<file path="src/rtl/video_ports.sv">
// CPU I/O register block for the Vector-06C display stage: scroll/border/mode
// registers, a timed palette write strobe, and the frame interrupt request.
module video_ports #(
  parameter logic [7:0] PORT_BORDER = 8'h02,
  parameter logic [7:0] PORT_SCROLL = 8'h03,
  parameter logic [7:0] PORT_PAL    = 8'h0C,
  parameter int unsigned PAL_DELAY  = 4,
  parameter int unsigned PAL_WIDTH  = 8,
  parameter int unsigned INT_LEN    = 1440
) (
  input  logic       clk_24m,
  input  logic       reset,
  input  logic       io_wr,
  input  logic [7:0] io_addr,
  input  logic [7:0] io_dout,
  input  logic       retrace,
  input  logic       inte,
  input  logic       int_ack,
  output logic [7:0] scroll,
  output logic [3:0] border,
  output logic       mode512,
  output logic       pal_we,
  output logic [7:0] pal_din,
  output logic       pal_busy,
  output logic       vid_int
);

  localparam logic [3:0]  DELAY_LOAD = 4'(PAL_DELAY - 1);
  localparam logic [3:0]  WIDTH_LOAD = 4'(PAL_WIDTH - 1);
  localparam logic [10:0] INT_LOAD   = 11'(INT_LEN - 1);

  typedef enum logic [1:0] {ST_IDLE, ST_DELAY, ST_STROBE} pal_state_t;

  pal_state_t  state_q, state_d;
  logic [3:0]  cnt_q, cnt_d;
  logic        pal_we_q, pal_we_d;
  logic [7:0]  pal_din_q, pal_din_d;
  logic [7:0]  scroll_q, scroll_d;
  logic [3:0]  border_q, border_d;
  logic        mode512_q, mode512_d;
  logic        rtr_s1_q, rtr_s1_d;
  logic        rtr_s2_q, rtr_s2_d;
  logic        rtr_prev_q, rtr_prev_d;
  logic        vid_int_q, vid_int_d;
  logic [10:0] int_cnt_q, int_cnt_d;
  logic        pal_wr;
  logic        rtr_rise;

  always_comb begin
    scroll_d  = scroll_q;
    border_d  = border_q;
    mode512_d = mode512_q;
    if (io_wr && io_addr == PORT_BORDER) begin
      border_d  = io_dout[3:0];
      mode512_d = io_dout[4];
    end
    if (io_wr && io_addr == PORT_SCROLL) scroll_d = io_dout;
  end

  // A write during DELAY restarts the delay with new data; during STROBE it is
  // dropped so pal_din never changes under a high pal_we.
  always_comb begin
    state_d   = state_q;
    cnt_d     = cnt_q;
    pal_we_d  = pal_we_q;
    pal_din_d = pal_din_q;
    pal_wr    = io_wr && (io_addr == PORT_PAL);
    case (state_q)
      ST_IDLE: begin
        if (pal_wr) begin
          pal_din_d = io_dout;
          cnt_d     = DELAY_LOAD;
          state_d   = ST_DELAY;
        end
      end
      ST_DELAY: begin
        if (pal_wr) begin
          pal_din_d = io_dout;
          cnt_d     = DELAY_LOAD;
        end else if (cnt_q == '0) begin
          state_d  = ST_STROBE;
          pal_we_d = 1'b1;
          cnt_d    = WIDTH_LOAD;
        end else begin
          cnt_d = cnt_q - 4'd1;
        end
      end
      ST_STROBE: begin
        if (cnt_q == '0) begin
          pal_we_d = 1'b0;
          state_d  = ST_IDLE;
        end else begin
          cnt_d = cnt_q - 4'd1;
        end
      end
      default: begin
        state_d  = ST_IDLE;
        pal_we_d = 1'b0;
      end
    endcase
  end

  always_comb begin
    rtr_s1_d   = retrace;
    rtr_s2_d   = rtr_s1_q;
    rtr_prev_d = rtr_s2_q;
    rtr_rise   = rtr_s2_q & ~rtr_prev_q;
    vid_int_d  = vid_int_q;
    int_cnt_d  = int_cnt_q;
    // A new edge beats a coincident ack or timeout and restarts the window.
    if (rtr_rise && inte) begin
      vid_int_d = 1'b1;
      int_cnt_d = INT_LOAD;
    end else if (vid_int_q) begin
      if (int_ack || int_cnt_q == '0) vid_int_d = 1'b0;
      else                            int_cnt_d = int_cnt_q - 11'd1;
    end
  end

  always_ff @(posedge clk_24m or posedge reset) begin
    if (reset) begin
      state_q    <= ST_IDLE;
      cnt_q      <= '0;
      pal_we_q   <= 1'b0;
      pal_din_q  <= '0;
      scroll_q   <= '1;
      border_q   <= '0;
      mode512_q  <= 1'b0;
      rtr_s1_q   <= 1'b0;
      rtr_s2_q   <= 1'b0;
      rtr_prev_q <= 1'b0;
      vid_int_q  <= 1'b0;
      int_cnt_q  <= '0;
    end else begin
      state_q    <= state_d;
      cnt_q      <= cnt_d;
      pal_we_q   <= pal_we_d;
      pal_din_q  <= pal_din_d;
      scroll_q   <= scroll_d;
      border_q   <= border_d;
      mode512_q  <= mode512_d;
      rtr_s1_q   <= rtr_s1_d;
      rtr_s2_q   <= rtr_s2_d;
      rtr_prev_q <= rtr_prev_d;
      vid_int_q  <= vid_int_d;
      int_cnt_q  <= int_cnt_d;
    end
  end

  assign scroll   = scroll_q;
  assign border   = border_q;
  assign mode512  = mode512_q;
  assign pal_we   = pal_we_q;
  assign pal_din  = pal_din_q;
  assign pal_busy = (state_q != ST_IDLE);
  assign vid_int  = vid_int_q;

endmodule

</file>
<file path="config.mk">
export PLATFORM = sky130hd
export DESIGN_NAME = video_ports
export DESIGN_NICKNAME = d
export VERILOG_FILES = /design/src/rtl/video_ports.sv
export SDC_FILE = /design/constraint.sdc
export NUM_CORES = 1
export LEC_CHECK = 0
export ABC_AREA = 1
export CAP_MARGIN = 20
export CORE_UTILIZATION = 47
export DETAILED_ROUTE_END_ITERATION = 10
export PLACE_DENSITY = 0.87
export SETUP_SLACK_MARGIN = 0.02
export SLEW_MARGIN = 5
export SYNTH_ARGS = -nofsm -noshare
export SYNTH_HDL_FRONTEND = slang
export SYNTH_SLANG_ARGS = --single-unit
export TNS_END_PERCENT = 100
</file>
<file path="constraint.sdc">
create_clock -name clk_24m -period 1.4 [get_ports clk_24m]
set_input_delay 0.21 -clock clk_24m [delete_from_list [all_inputs] [get_ports clk_24m]]
set_output_delay 0.21 -clock clk_24m [all_outputs]
set_load 0.02 [all_outputs]
</file>
# ---- Word-level counts from Yosys, hierarchy flattened
# Index checks and enable logic that the tools add are counted.
dict set report classes {
  eq_ne 11
  mux 20
  addsub 2
  bitwise 3
  reduce_logical 17
}
# cell count
set ops {}
lappend ops {{$mux W11} 3}
lappend ops {{$eq A8 B2 Y1 const B} 2}
lappend ops {{$mux W4} 4}
lappend ops {{$ne A2 B2 Y1 const B} 6}
lappend ops {{$pmux W4 S3} 1}
lappend ops {{$logic_not A11 Y1} 1}
lappend ops {{$sub A11 B1 Y11 const B} 1}
lappend ops {{$eq A8 B4 Y1 const B} 1}
lappend ops {{$mux W2} 4}
lappend ops {{$reduce_and A4 Y1} 2}
lappend ops {{$mux W1} 6}
lappend ops {{$pmux W2 S3} 1}
lappend ops {{$logic_and A1 B1 Y1} 4}
lappend ops {{$logic_not A4 Y1} 1}
lappend ops {{$reduce_and A2 Y1} 2}
lappend ops {{$reduce_bool A2 Y1} 2}
lappend ops {{$sub A4 B1 Y4 const B} 1}
lappend ops {{$pmux W1 S3} 1}
lappend ops {{$reduce_and A3 Y1} 1}
lappend ops {{$reduce_bool A3 Y1} 1}
lappend ops {{$eq A2 B1 Y1 const B} 1}
lappend ops {{$eq A2 B2 Y1 const B} 1}
lappend ops {{$logic_not A2 Y1} 1}
lappend ops {{$not A1 Y1} 2}
lappend ops {{other kinds (3)} 3}
dict set report totals {
  out_inout_bits 24
  register_bits 43
  input_bits 22
  elab_cells 65
}

# ---- Logic depth before layout (Yosys ltp)
# Gate-level depths: netlist of the first run.
dict set report logic_depth {
  depth_word 5
  mapped_depth 9
}

# ---- Worst setup path before layout of the first run
# OpenSTA, ideal clock, no wires.
dict set report synth_timing {
  path_kind {register -> register}
  from {register int_cnt_q[0]}
  to {register int_cnt_q[4]}
  slack_ns -0.104
  path_buffers 0
  path_stages_with_launch 10
  synth_period_minus_slack_ns 1.504
  t_arrival_ns 1.387
  path_cell_list {dfrtp_1 -> inv_1 -> ha_1 -> nand3_2 -> nor2_4 -> nand2_4 -> nand2_8 -> nand2_8 -> nand2_1 -> o21ai_2}
}
dict set report synth_via {
  elab_chain_cells 4
  word_cells_on_any_way 8
}
# item line_no
set synth_lines {}
lappend synth_lines {{start: declaration} 45} ;# logic [10:0] int_cnt_q, int_cnt_d;
lappend synth_lines {{start signal: assignment} 146} ;# int_cnt_q <= int_cnt_d;
lappend synth_lines {{$sub A11 B1 Y11 / $logic_not A11 Y1 (equally long branches)} {116, 115}}
lappend synth_lines {{$mux W11 / $logic_or A1 B1 Y1 (equally long branches)} 115} ;# if (int_ack || int_cnt_q == '0) vid_int_d = 1'b0;
lappend synth_lines {{$mux W11 / $ne A2 B2 Y1 (equally long branches)} -}
lappend synth_lines {{$mux W11 / $reduce_and A2 Y1 (equally long branches)} -}
# Several ways; a longest one is shown, not always the timed one. The select of a mux whose other input is x is not followed.
# A chain may end at the register's enable or synchronous reset.

# ---- Worst setup path in the final report of the first run
dict set report layout_timing {
  from {register state_q[0]}
  to {register pal_din_q[1], in the netlist pal_din[1]}
}
dict set report layout_via {
  elab_chain_cells 3
  word_cells_on_any_way 4
}
# item line_no
set layout_lines {}
lappend layout_lines {{start: declaration} 34} ;# pal_state_t state_q, state_d;
lappend layout_lines {{start signal: assignment} 135} ;# state_q <= state_d;
lappend layout_lines {{$eq A2 B1 Y1 / $logic_not A2 Y1 (equally long branches)} 68} ;# case (state_q)
lappend layout_lines {{$reduce_or A2 Y1 (no line) *} -}
lappend layout_lines {{$reduce_and A2 Y1 (no line) *} -}
lappend layout_lines {{end signal: assignment} 138} ;# pal_din_q <= pal_din_d;
lappend layout_lines {{end: declaration} 37} ;# logic [7:0] pal_din_q, pal_din_d;
# Every way passes the cells marked *; elsewhere a longest branch is shown, timed or not.

==> results.toml, run 1 <==
[status]
status = "finished, violations left"
violations = "negative setup slack"

[worst_setup_path]
cp_cell_sequence = "buf_6 -> ha_4 -> buf_4 -> o211ai_4 -> clkbuf_16 -> o21ai_2"
cp-end-kind = "flip-flop"
critPathMaxStageDelay_ps = 400
r2r_cells = 6
required_ps = 1600
cp.arrival_ps = 1650
critPathSlowestCell = "dfrtp_1"
r2r_end = "pal_din[1]"
startpoint_type = "flip-flop"
crit_end = "pal_din[1]"
rrSetupSlack_ps = -60
rr_startpoint = "state_q[0]"
startpoint = "state_q[0]"
path_max_fanout = 8
path_class = "reg -> reg"

[timing]
rsz0062_at_grt = "true"
tns_ps = -662
hold_viol = 0
fin_skew_ps = 2.22
min_period_over_period = 1.04
fmax_mhz = 686
timing.hold.ws_ps = 257
tightest_slew_ps = 255
fin_ws_ps = -57.5
slew_violations = 0
final-setup-viol-count = 19
relSlewSlack = 0.830
post-route-min-period_ps = 1460

[final_layout]
regArea_mm2 = 0.00109
fin_nets = 395
drive_above_1_share = 0.391
area_growth_pct = 49.6
layout_commonest_cell = "nand2_1"
insertedDiodeCount = 0
fillers = 315
final_cell_mix = "nand2_1 (68), dfrtp_1 (35), inv_1 (29)"
design_area_mm2 = 0.00355
finalNonFillerCells = 435
multiInputGateArea_mm2 = 0.00129
utilization = 0.741

[floorplanning]
die_h_um = 73.0
coreArea_mm2 = 0.00479
ioPinCount = 46
rows = 25
die_w_um = 73.0
initial_core_util = 0.495
die_area_mm2 = 0.00533

[synthesis]
ys_warn_count = 0
avgSynthCellArea_um2 = 8.49
yosys_register_bits = 43
synth_area_mm2 = 0.00237
ys_seq_area_frac = 0.458
syn_nets = 307
ys_types = 33
synthCells = 279

[global_routing]
grt_pass1_vias = 2162
grt_remaining_overflow = 0
grtUsageTotal = 0.245
grt_pass1_wl_um = 9800
antenna_found_initial = 0
grt_max_degree = 44

[clock_network]
cts_buffer_depth = 2
path_clk_slew_ps = 90
cts_tree = "built"
htree_levels = 2
clkLatencyLatePin_ps = 300
cts-root-buf = "clkbuf_8"
cts_sinks = 43
cts-buffers-inserted = 5

[worst_hold_path]
hold_class = "in -> async"

[power_and_ir_drop]
power_density_mw_per_mm2 = 1470
power.switching_mw = 2.07
pwr-share-clk = 0.201
swShare = 0.396
cellLeakagePower_nw = 1.75
intPower_mw = 3.15
ir_worst_vdd_v = 0.000836
pwr-share-seq = 0.307
pwr-share-comb = 0.493

[routing]
route.antenna.remaining_nets = 0
avgViaCountPerCell = 5.25
dr.pass1.iters = 4
drt-total-wl_um = 6770
drtIter0Drc = 213
vias = 2282
wl_per_cell_um = 15.6
drcViolationCount = 0

[placed_design]
dpl_cell_area_mm2 = 0.00315
dpl.cell_count = 414
io_buffer_count = 45
gp_congestion = 0.861
dpl.hpwl_um = 3900

[run]
drv_cap = 0
-- worst max-delay path: cells and delay by family (launching register included) --
family / cells / cell delay, ps
DFF: 1 / 400
AOI/OAI and AO/OA: 2 / 290
adders and majority gates: 1 / 170
buffers and inverters: 3 / 490
-- logic make-up (layout without fill, tap and decap cells) --
kind of cell | count (synthesis) | count (layout) | share of synthesized area
AOI/OAI and AO/OA | 38 | 38 | 0.121
adders and majority gates | 6 | 6 | 0.0317
buffers and inverters | 45 | 134 | 0.0781
DFF | 43 | 43 | 0.458
and+or+nand+nor | 147 | 147 | 0.310
-- synth_stat cells --
library cell / instances / share of area
nand4_1: 5 / 0.013
nand4_4: 1 / 0.0090
clkbuf_1: 1 / 0.0016
nand2_1: 76 / 0.12
inv_2: 5 / 0.0079
o21ai_2: 17 / 0.063
a21oi_2: 1 / 0.0037
nor2_1: 14 / 0.022
nor2_4: 3 / 0.014
o21bai_1: 2 / 0.0063
nand3_2: 1 / 0.0042
buf_2: 1 / 0.0021
o211ai_4: 1 / 0.0090
o21ai_0: 6 / 0.013
buf_6: 2 / 0.0095
nand2_4: 1 / 0.0048
or2_2: 3 / 0.0079
a21boi_2: 1 / 0.0048
a21oi_1: 5 / 0.011
dfrtp_1: 35 / 0.37
nand2_2: 4 / 0.011
nand3_1: 29 / 0.061
ha_1: 6 / 0.032
inv_1: 36 / 0.057
o21ai_1: 4 / 0.0084
nor3_1: 1 / 0.0021
dfstp_2: 8 / 0.089
nand2_8: 2 / 0.017
nand3b_2: 1 / 0.0048
nor2_2: 4 / 0.011
o211ai_1: 1 / 0.0032
nand3b_1: 1 / 0.0032
nand4_2: 1 / 0.0053
-- routing by layer --
metal,vias to the layer above,global-route usage,share of wire
li1,1074,-,-
met1,1084,0.289,0.38
met2,101,0.424,0.52
met3,23,0.0552,0.061
met4,0,0.111,0.032
met5,-,0,0
-- flip-flops by register name, summed over array words and instances, names as in the netlist --
name	cells
border	4
cnt_q	4
int_cnt_q	11
mode512	1
pal_din	8
pal_we	1
rtr_prev_d	1
rtr_prev_q	1
rtr_s1_q	1
scroll	8
state_q	2
vid_int	1
-- worst min path at each step --
stage | endpoint | slack, ps | depth (start not counted)
2_1_floorplan | rtr_s1_q | 240 | 0
3_3_place_gp | rtr_prev_d | 330 | 0
3_5_place_dp | rtr_prev_d | 340 | 0
4_1_cts | pal_we | 270 | 3
5_1_grt | vid_int | 270 | 3
6_report | vid_int | 260 | 3
-- power by group through the flow --
| stage | logic (mW) | clock network (mW) | registers, mW |
|---|---|---|---|
| finish | 2.57 | 1.05 | 1.60 |
| global route | 2.80 | 1.12 | 1.61 |
| CTS | 2.21 | 1.04 | 1.58 |
| detailed placement | 2.09 | 0 | 1.60 |
| global placement | 2.01 | 0 | 1.58 |
| floorplan | 1.28 | 0 | 1.65 |
-- timing repair --
action	in CTS	in global routing
setup buffers	6	7
pin swaps	16	21
endpoints found under the setup margin	45	39
cloned	0	1
gates resized for setup	49	43
hold buffers	0	0
-- area by class of cell --
type / instances / area share
Sequential cell: 43 / 0.306
Clock buffer: 6 / 0.0233
Clock inverter: 2 / 0.0109
Timing Repair Buffer: 85 / 0.226
Inverter: 41 / 0.0448
Multi-Input combinational cell: 191 / 0.365
Tap cell: 67 / 0.0236
-- metrics by stage --
step                      setup WS (ps)  total power [mW]
final                             -57.5              5.22
after CTS                          -118              4.83
after global routing               -100              5.53
after detailed placement           -297              3.69
after floorplan                    26.1              2.93
after global placement             -166              3.59
(Power assumes the default switching activity.)
==> inputs of run 2 (changes only) <==
ABC_AREA = not set   (was 1)
CORE_UTILIZATION = 45   (was 47)
PLACE_DENSITY = 0.86   (was 0.87)
==> run 2 against run 1 <==
  * The run still ends with negative setup slack left
  * Final area fell by 0.21%
  * Sequential cell count did not move
  * First-iteration DRC count fell by 17%
  * Largest power group is now registers
==> results.toml, run 2 <==
[status]
status = "finished, violations left"
violations = "negative setup slack"

[worst_setup_path]
cp.arrival_ps = 1990
path_max_fanout = 3
critPathTopFamily = "compound AO/OA/AOI/OAI gates"
cp-end-kind = "flip-flop"
critPathSlowestCell = "dfrtp_1"
path_class = "reg -> reg"
critPathMaxStageDelay_ps = 420
cp_cell_sequence = "inv_2 -> ha_4 -> or3b_4 -> buf_6 -> a211oi_2 -> o22a_1"
required_ps = 1650
startpoint_type = "flip-flop"
critPathBufInv = 2

[power_and_ir_drop]
total_power_mw = 3.28
intPower_mw = 2.20
power_density_mw_per_mm2 = 926
power.switching_mw = 1.08
ir_worst_vdd_v = 0.00101
swShare = 0.328
cellLeakagePower_nw = 1.61
pwr-share-comb = 0.303
pwr-share-seq = 0.441
pwr-share-clk = 0.256

[worst_hold_path]
hold_class = "in -> async"

[routing]
dr.pass1.iters = 4
route.antenna.remaining_nets = 0
avgViaCountPerCell = 6.16
drcViolationCount = 0
vias = 2106
wl_per_cell_um = 24.1
drtIter0Drc = 176
drt-total-wl_um = 8250

[synthesis]
synth_area_mm2 = 0.00209
synth_edf_count = 0
avgSynthCellArea_um2 = 11.8
syn_nets = 206
synth_most_common_cell = "dfrtp_1"
synth-main-ff-cell = "dfrtp_1"
ys_types = 49
synthTopCellsByArea = "dfrtp_1 (42%), dfstp_2 (10%), mux2_2 (7.0%)"
ys_top_cells_by_count = "dfrtp_1 (35), mux2_2 (13), nand2_1 (12), inv_1 (11), a21oi_1 (9)"
ys_warn_count = 0
synth_top_cell_by_area = "dfrtp_1"
ys_seq_area_frac = 0.519
synthCells = 178
yosysTopAreaCellShare = 0.418
async_reset_ff_frac = 1.00
yosys_register_bits = 43

[floorplanning]
die_area_mm2 = 0.00493
die_h_um = 70.2
ioPinCount = 46
die_w_um = 70.2
initial_core_util = 0.474
coreArea_mm2 = 0.00441
rows = 24

[timing]
slew_violations = 0
tns_ps = -5680
min_period_over_period = 1.24
fmax_mhz = 575
fin_ws_ps = -338
timing.hold.ws_ps = 298
rsz0062_at_grt = "true"
relSlewSlack = 0.731
final-setup-viol-count = 35
fin_skew_ps = 13.1
post-route-min-period_ps = 1740
hold_viol = 0
tightest_slew_ps = 402

[clock_network]
cts_buffer_depth = 2
htree_levels = 2
cts-buffers-inserted = 5
path_clk_slew_ps = 100
clkLatencyLatePin_ps = 320
ctsHoldBuffers = 0
cts-root-buf = "clkbuf_8"
cts_sinks = 43
cts_tree = "built"

[final_layout]
insertedDiodeCount = 0
layout_commonest_cell = "buf_4"
finalNonFillerCells = 342
largest_reg_flops = 11
fillers = 210
fin_nets = 317
area_growth_pct = 69.0
final_cell_mix = "buf_4 (48), dfrtp_1 (34), dlygate4sd2_1 (19)"
drive_above_1_share = 0.579
regMostFlops = "int_cnt_q"
utilization = 0.802

[global_routing]
grt_pass1_vias = 2226
grt_remaining_overflow = 0
grt_pass1_wl_um = 11000
grtUsageTotal = 0.296
antenna_found_initial = 0
grt_max_degree = 44

[placed_design]
dpl.hpwl_um = 3710
dpl.cell_count = 317
gp_congestion = 0.807
io_buffer_count = 45

[run]
drv_cap = 0
[run 2: cell count changes after synthesis, moves of 5 or more]
cell,delta
inv_1,-25
nor2_1,-9
nand3_1,-27
o21ai_2,-17
inv_2,-5
a31oi_1,+7
mux2_2,+13
mux2_4,+8
nand2_1,-64
[run 2: power groups by stage]
stage	clock, mW	combinational [mW]	sequential (mW)
detailed placement	0	0.698	1.44
floorplan	0	0.269	1.49
global route	0.898	1.03	1.45
global placement	0	0.671	1.43
CTS	0.803	0.822	1.42
finish	0.840	0.994	1.44
[run 2: through the flow]
| step | worst slack, ps | instance area (um^2) |
|---|---|---|
| 2_1_floorplan | -396 | 2180 |
| 3_3_place_gp | -786 | 3020 |
| 3_5_place_dp | -842 | 3020 |
| 4_1_cts | -243 | 3380 |
| 5_1_grt | -403 | 3540 |
| 6_report | -338 | 3540 |
[run 2: worst min-delay path, cell delays in order]
cell and delay [ps]:
clkdlybuf4s50_1 410, inv_1 130, buf_12 260
[run 2: logic make-up (layout without fill, tap and decap cells)]
logic type	count (synthesis)	after routing	share of synthesized area
buffers and inverters	16	128	0.0329
XOR/XNOR	3	3	0.0126
multiplexers	23	23	0.137
AO/OA/AOI/OAI	38	38	0.129
flip-flops	43	43	0.519
adder cells (fa/ha/maj)	6	6	0.0359
AND/OR/NAND/NOR	49	49	0.134
[run 2: layout make-up]
cell class                      count  area [um^2]  area share
Clock inverter                      2         12.5     0.00354
Clock buffer                        6         72.6      0.0205
Inverter                           11         43.8      0.0124
Sequential cell                    43         1090       0.307
Tap cell                           52         65.1      0.0184
Multi-Input combinational cell    119         1320       0.374
Timing Repair Buffer              109          935       0.264
[run 2: per-layer routing]
metal | wire, um | track usage | vias to the layer above
li1 | - | - | 878
met2 | 4060 | 0.530 | 149
met4 | 608 | 0.142 | 0
met5 | 0 | 0 | -
met3 | 620 | 0.0895 | 59
met1 | 2970 | 0.314 | 1020
[run 2: what timing repair did]
| action | in CTS | in global routing |
|---|---|---|
| hold endpoints to repair | 0 | 0 |
| gates resized for setup | 110 | 34 |
| setup endpoints to repair | 64 | 49 |
| pin swaps | 31 | 21 |
| buffers inserted | 10 | 8 |
[run 2: path summary, 6_finish.rpt]
check	from	to	slack [ps]	cells past startpoint
setup reg to reg	cnt_q[0]	state_q[0]	-340	6
setup / recovery	cnt_q[0]	state_q[0]	-340	6
max in group asynchronous	reset	scroll[1]	820	3
min in group clk_24m	retrace	rtr_s1_q	330	1
hold / removal	reset	int_cnt_q[4]	300	3
hold reg to reg	rtr_s1_q	rtr_prev_d	350	0
